`config.mk`:
```
export PLATFORM = sky130hd
export DESIGN_NAME = seg_scan_driver
export DESIGN_NICKNAME = d
export VERILOG_FILES = /design/src/rtl/seg_scan_driver.sv
export SDC_FILE = /design/constraint.sdc
export NUM_CORES = 1
export LEC_CHECK = 0
export CAP_MARGIN = 40
export CORE_UTILIZATION = 30
export CTS_CLUSTER_DIAMETER = 100
export DETAILED_ROUTE_END_ITERATION = 16
export GPL_ROUTABILITY_DRIVEN = 0
export MAX_ROUTING_LAYER = met4
export SLEW_MARGIN = 30
export SYNTH_ARGS = -nofsm -noshare
export SYNTH_HDL_FRONTEND = slang
export SYNTH_SLANG_ARGS = --single-unit
export TNS_END_PERCENT = 20
```
`constraint.sdc`:
```
create_clock -name clk -period 4.2 [get_ports clk]
set_input_delay 0.63 -clock clk [delete_from_list [all_inputs] [get_ports clk]]
set_output_delay 0.63 -clock clk [all_outputs]
set_load 0.03 [all_outputs]
```
`src/rtl/seg_scan_driver.sv`:
```
// Multiplexed 4-digit common-anode 7-segment driver for the stopwatch datapath.
// Frame-synchronous snapshot of the digit fields, BCD split, blink, dp and leading-zero blanking.
module seg_scan_driver #(
    parameter int SCAN_CNT     = 100000,
    parameter int BLINK_FRAMES = 128
) (
    input  logic       clk,
    input  logic       reset,
    input  logic [3:0] digit0,
    input  logic [5:0] digit12,
    input  logic [3:0] digit3,
    input  logic [3:0] blink_en,
    input  logic [3:0] dp_mask,
    input  logic       lz_blank,
    output logic [3:0] digit_display,
    output logic [7:0] segs,
    output logic       frame_start
);

    localparam int SCAN_W  = $clog2(SCAN_CNT);
    localparam int FRAME_W = (BLINK_FRAMES > 1) ? $clog2(BLINK_FRAMES) : 1;
    localparam logic [SCAN_W-1:0]  SCAN_LAST  = SCAN_W'(SCAN_CNT - 1);
    localparam logic [FRAME_W-1:0] FRAME_LAST = FRAME_W'(BLINK_FRAMES - 1);

    // Segment pattern {g,f,e,d,c,b,a}, active-low; hex digits for 10..15.
    function automatic logic [6:0] seg7(input logic [3:0] v);
        logic [6:0] p;
        case (v)
            4'h0:    p = 7'h40;
            4'h1:    p = 7'h79;
            4'h2:    p = 7'h24;
            4'h3:    p = 7'h30;
            4'h4:    p = 7'h19;
            4'h5:    p = 7'h12;
            4'h6:    p = 7'h02;
            4'h7:    p = 7'h78;
            4'h8:    p = 7'h00;
            4'h9:    p = 7'h10;
            4'hA:    p = 7'h08;
            4'hB:    p = 7'h03;
            4'hC:    p = 7'h46;
            4'hD:    p = 7'h21;
            4'hE:    p = 7'h06;
            default: p = 7'h0E;
        endcase
        return p;
    endfunction

    logic [SCAN_W-1:0]  scan_cnt_q, scan_cnt_d;
    logic [1:0]         idx_q, idx_d;
    logic [3:0]         sh_d0_q, sh_d0_d;
    logic [5:0]         sh_d12_q, sh_d12_d;
    logic [3:0]         sh_d3_q, sh_d3_d;
    logic [FRAME_W-1:0] frame_cnt_q, frame_cnt_d;
    logic               blink_phase_q, blink_phase_d;
    logic [3:0]         an_q, an_d;
    logic [7:0]         segs_q, segs_d;
    logic               frame_start_q, frame_start_d;

    logic       slot_end;
    logic       snap;
    logic       dash;
    logic [3:0] tens;
    logic [5:0] tens_x10;
    logic [3:0] ones;
    logic [3:0] slot_val;
    logic       slot_blank;
    logic       slot_hidden;

    // Scan timing, snapshot and blink frame counting.
    always_comb begin
        slot_end      = (scan_cnt_q == SCAN_LAST);
        snap          = slot_end && (idx_q == 2'd3);
        scan_cnt_d    = slot_end ? '0 : scan_cnt_q + SCAN_W'(1);
        idx_d         = slot_end ? idx_q + 2'd1 : idx_q;
        sh_d0_d       = sh_d0_q;
        sh_d12_d      = sh_d12_q;
        sh_d3_d       = sh_d3_q;
        frame_cnt_d   = frame_cnt_q;
        blink_phase_d = blink_phase_q;
        frame_start_d = snap;
        if (snap) begin
            sh_d0_d  = digit0;
            sh_d12_d = digit12;
            sh_d3_d  = digit3;
            if (frame_cnt_q == FRAME_LAST) begin
                frame_cnt_d   = '0;
                blink_phase_d = ~blink_phase_q;
            end else begin
                frame_cnt_d = frame_cnt_q + FRAME_W'(1);
            end
        end
    end

    // Binary 0..59 to tens/ones by comparison chain; 60..63 shows dashes.
    always_comb begin
        dash = (sh_d12_q >= 6'd60);
        if (sh_d12_q >= 6'd50) begin
            tens = 4'd5;
        end else if (sh_d12_q >= 6'd40) begin
            tens = 4'd4;
        end else if (sh_d12_q >= 6'd30) begin
            tens = 4'd3;
        end else if (sh_d12_q >= 6'd20) begin
            tens = 4'd2;
        end else if (sh_d12_q >= 6'd10) begin
            tens = 4'd1;
        end else begin
            tens = 4'd0;
        end
        case (tens)
            4'd5:    tens_x10 = 6'd50;
            4'd4:    tens_x10 = 6'd40;
            4'd3:    tens_x10 = 6'd30;
            4'd2:    tens_x10 = 6'd20;
            4'd1:    tens_x10 = 6'd10;
            default: tens_x10 = 6'd0;
        endcase
        ones = 4'(sh_d12_q - tens_x10);
    end

    // Slot content, blanking and the registered display outputs.
    always_comb begin
        slot_val   = sh_d0_q;
        slot_blank = 1'b0;
        case (idx_q)
            2'd0: slot_val = sh_d0_q;
            2'd1: slot_val = ones;
            2'd2: begin
                slot_val   = tens;
                slot_blank = lz_blank && (sh_d3_q == 4'd0) && !dash && (tens == 4'd0);
            end
            default: begin
                slot_val   = sh_d3_q;
                slot_blank = lz_blank && (sh_d3_q == 4'd0);
            end
        endcase
        slot_hidden = slot_blank || (blink_phase_q && blink_en[idx_q]);
        an_d        = 4'hF;
        segs_d      = 8'hFF;
        if (!slot_hidden) begin
            an_d = ~(4'b0001 << idx_q);
            if (dash && (idx_q == 2'd1 || idx_q == 2'd2)) begin
                segs_d = {~dp_mask[idx_q], 7'h3F};
            end else begin
                segs_d = {~dp_mask[idx_q], seg7(slot_val)};
            end
        end
    end

    always_ff @(posedge clk) begin
        if (reset) begin
            scan_cnt_q    <= '0;
            idx_q         <= 2'd0;
            sh_d0_q       <= 4'd0;
            sh_d12_q      <= 6'd0;
            sh_d3_q       <= 4'd0;
            frame_cnt_q   <= '0;
            blink_phase_q <= 1'b0;
            an_q          <= 4'hF;
            segs_q        <= 8'hFF;
            frame_start_q <= 1'b0;
        end else begin
            scan_cnt_q    <= scan_cnt_d;
            idx_q         <= idx_d;
            sh_d0_q       <= sh_d0_d;
            sh_d12_q      <= sh_d12_d;
            sh_d3_q       <= sh_d3_d;
            frame_cnt_q   <= frame_cnt_d;
            blink_phase_q <= blink_phase_d;
            an_q          <= an_d;
            segs_q        <= segs_d;
            frame_start_q <= frame_start_d;
        end
    end

    assign digit_display = an_q;
    assign segs          = segs_q;
    assign frame_start   = frame_start_q;

endmodule

```
==> impl_results.md <==
* Wirelength, routed at 5710 um
* Area of the core at between 9000 and 10,000 sq um
* Worst Reg2Reg Path Length in Cells at 12
* Outcome: finished clean
* Setup violators final at 0
* Post-route clock period utilization at 0.768
* Root Buffer: clkbuf_8
* LEAKAGE at 1.29 nW
* CTS tree: built
* Top Ports at 38
* Synth Area in Compound Gates at 0.108
* Area share of and/or/nand/nor cells after synthesis at 0.228
* Xor-xnor portion of the synthesized cell area at 0.0713
* Avg Vias per Cell at between 4 and 5
* Fin. max-slew vios at 0
* R2R setup slack at 970 ps
* Hold buffer count at cts at 0
* Hold Path Class: register to register
* Gr usage total at 0.124
* Overflow after GRT at 0
* Cell Area, Placed at 3290 sq um
* Vias at 2,267
* Clock transition at path regs at approximately 100 ps
* 1st-pass router iterations at 4
* Final worst path period need at ~3200 ps
* Total CTS buffers at 5
* Clk_lat worst skew at a little over 300 ps
* # DRC at 0
* Layout cells sized above 1 at 0.0627
* Initial antenna violation count at 0
* Synth Flop Type: dfxtp_1
* Main combinational cell family by area after synthesis: simple AND/OR/NAND/NOR gates
* Setup crit start kind: register
* Async SR Flop Fraction at 0
* Reg2reg end: segs[6]
* Largest net degree at the start of global routing at 26
* N_diodes at 0
* Sequential area share after synthesis at 0.383
* Number of routed nets with antenna violations at 0
* Global-route wire length before repair at 9680 um
* Ys Warns at 0
* Final HPWL DP at ~4400 um
* Hold WS at approximately 480 ps
* Worst Setup End Kind: register
* Pwr Density at approximately 290 nW/um^2
* Vias in the first global route at 2,090
* RR Startpoint: sh_d12_q[2]
* Nets at 391
* Critical Path Sink: segs[6]
* # port buffers at 37
* Post-synth EDFFs at 0
* Slew at the pin with the worst max-slew slack at 654 ps
* Area Growth Syn to Fin at 21.2%
* RSZ-0062 raised after global routing: no
* Die area at just under 10,000 sq um
* Syn Nets at 355
* Syn Area/Cell at about 9 sq um
* Postcts setup bufs at 0
* # H-tree levels at 2
* Setup Skew at approximately 12 ps
* CP Data Required Time at 4350 ps
* Post-synthesis mux area share at 0.0912
* Die X at approximately 99 um
* Crit-path max FO at 9
* Final instance area at 3420 sq um
* Synth Cell Area at 2830 sq um
* 1st-iter DRT viols at roughly 110
* Area share of fa/ha/maj cells after synthesis at 0.0735
* Row count at 35
* Critical path class: register to register
* Synth cell types at 55
* CP arrival at ~3400 ps
* Endpoints failing hold at 0
* Per-cell routed wire length at 12.4 um
* Maximum vdd drop at ~150 uV
* Setup TNS at 0 ps
* Post_cts resized at 0
* Max cap viols at 0
* Cells after Synth at 314
* CTS Sinks at 54
* CP Launch Point: sh_d12_q[2]
* Fmax at just over 300 MHz
* Die Y at between 90 and 100 um
* CTS Buffer Depth at 2
* Starting Density at 0.307
* Synthesized flop and latch total at between 50 and 60
* Max_slew headroom at 0.563
## metal layers
layer  GRT usage  wire, um  vias to the layer above
met4      0.0276        24                        0
met1       0.165      2880                     1055
met5           -         0                        -
met2       0.192      2560                       44
met3      0.0277       251                        2
li1            -         -                     1166
## cell type report
cell class,instances,area (sq um)
clock inverter,3,68.8
tap,111,139
multi-input combinational,235,1620
fill,956,5770
sequential,54,1080
clock buffer,5,68.8
inverter,14,52.6
timing repair buffer,40,393
## through the flow
stage	std cells	total power, mW	setup slack, ps	utilization
after floorplan	314	0.557	1310	-
after global placement	454	0.593	1090	0.357
after detailed placement	454	0.593	1010	0.357
after CTS	462	1.00	982	0.372
after global routing	462	1.03	715	0.372
final	462	0.988	974	0.372
## state kept, by name (all words and copies together), names as in the netlist
signal,flops
digit_display,4
sh_d3_q,4
segs,8
idx_q,2
frame_start,1
sh_d0_q,4
blink_phase_q,1
scan_cnt_q,17
sh_d12_q,6
frame_cnt_q,7
## how the worst min path moves through the flow
stage	cells after the start	startpoint	endpoint	slack [ps]
floorplan	1	scan_cnt_q[0]	scan_cnt_q[0]	430
global placement	1	scan_cnt_q[0]	scan_cnt_q[0]	450
global route	1	scan_cnt_q[0]	scan_cnt_q[0]	520
detailed placement	1	scan_cnt_q[0]	scan_cnt_q[0]	460
CTS	1	scan_cnt_q[0]	scan_cnt_q[0]	480
finish	1	scan_cnt_q[0]	scan_cnt_q[0]	480
## where the power goes
group / total [mW] / internal (mW) / switching (mW)
sequential: 0.521 / 0.518 / 0.00317
combinational: 0.0591 / 0.0334 / 0.0257
clock: 0.407 / 0.239 / 0.168
## placed cells by master (no fill, tap or decap), types with 3 or more instances in the layout
| cell type | synthesis | routed |
|---|---|---|
| nand2_1 | 26 | 26 |
| clkbuf_8 | 2 | 5 |
| a21oi_1 | 4 | 4 |
| ha_1 | 15 | 15 |
| nand3_1 | 16 | 16 |
| nand4_1 | 9 | 9 |
| inv_1 | 13 | 13 |
| o211ai_1 | 3 | 3 |
| and2_1 | 5 | 5 |
| o21ai_0 | 7 | 7 |
| nor2_1 | 55 | 55 |
| o311ai_1 | 4 | 4 |
| clkdlybuf4s50_1 | 0 | 37 |
| xnor2_1 | 6 | 6 |
| and4_1 | 3 | 3 |
| buf_4 | 1 | 3 |
| nor3_1 | 4 | 4 |
| and3_1 | 3 | 3 |
| dfxtp_1 | 54 | 54 |
| xor2_1 | 17 | 17 |
| mux2i_1 | 19 | 19 |
## critical path, cell delays in order (launching register included)
cell and delay, ps:
dfxtp_1 510, mux2i_1 240, nor2_1 80, o31ai_1 240, ha_1 180, inv_1 40
fa_1 410, and2_1 180, a32o_1 260, a211oi_2 340, mux2i_1 140, a222oi_1 300
o221ai_1 170
## kinds of logic after synthesis
group / Yosys count
adder cells (fa/ha/maj): 16
buffers and inverters: 25
AO/OA/AOI/OAI: 38
flip-flops: 54
AND/OR/NAND/NOR: 135
XOR/XNOR: 23
multiplexers: 23
## cells in the mapped netlist (all sizes together), types with 6 or more instances
master	count	area share
clkbuf	6	0.015
nand3	16	0.028
mux2i	19	0.067
ha	15	0.066
xor2	17	0.053
nand4	9	0.020
xnor2	6	0.019
nor2	55	0.073
nand2	26	0.035
o21ai	8	0.015
dfxtp	54	0.38
inv	13	0.017
(Power assumes the default switching activity.)
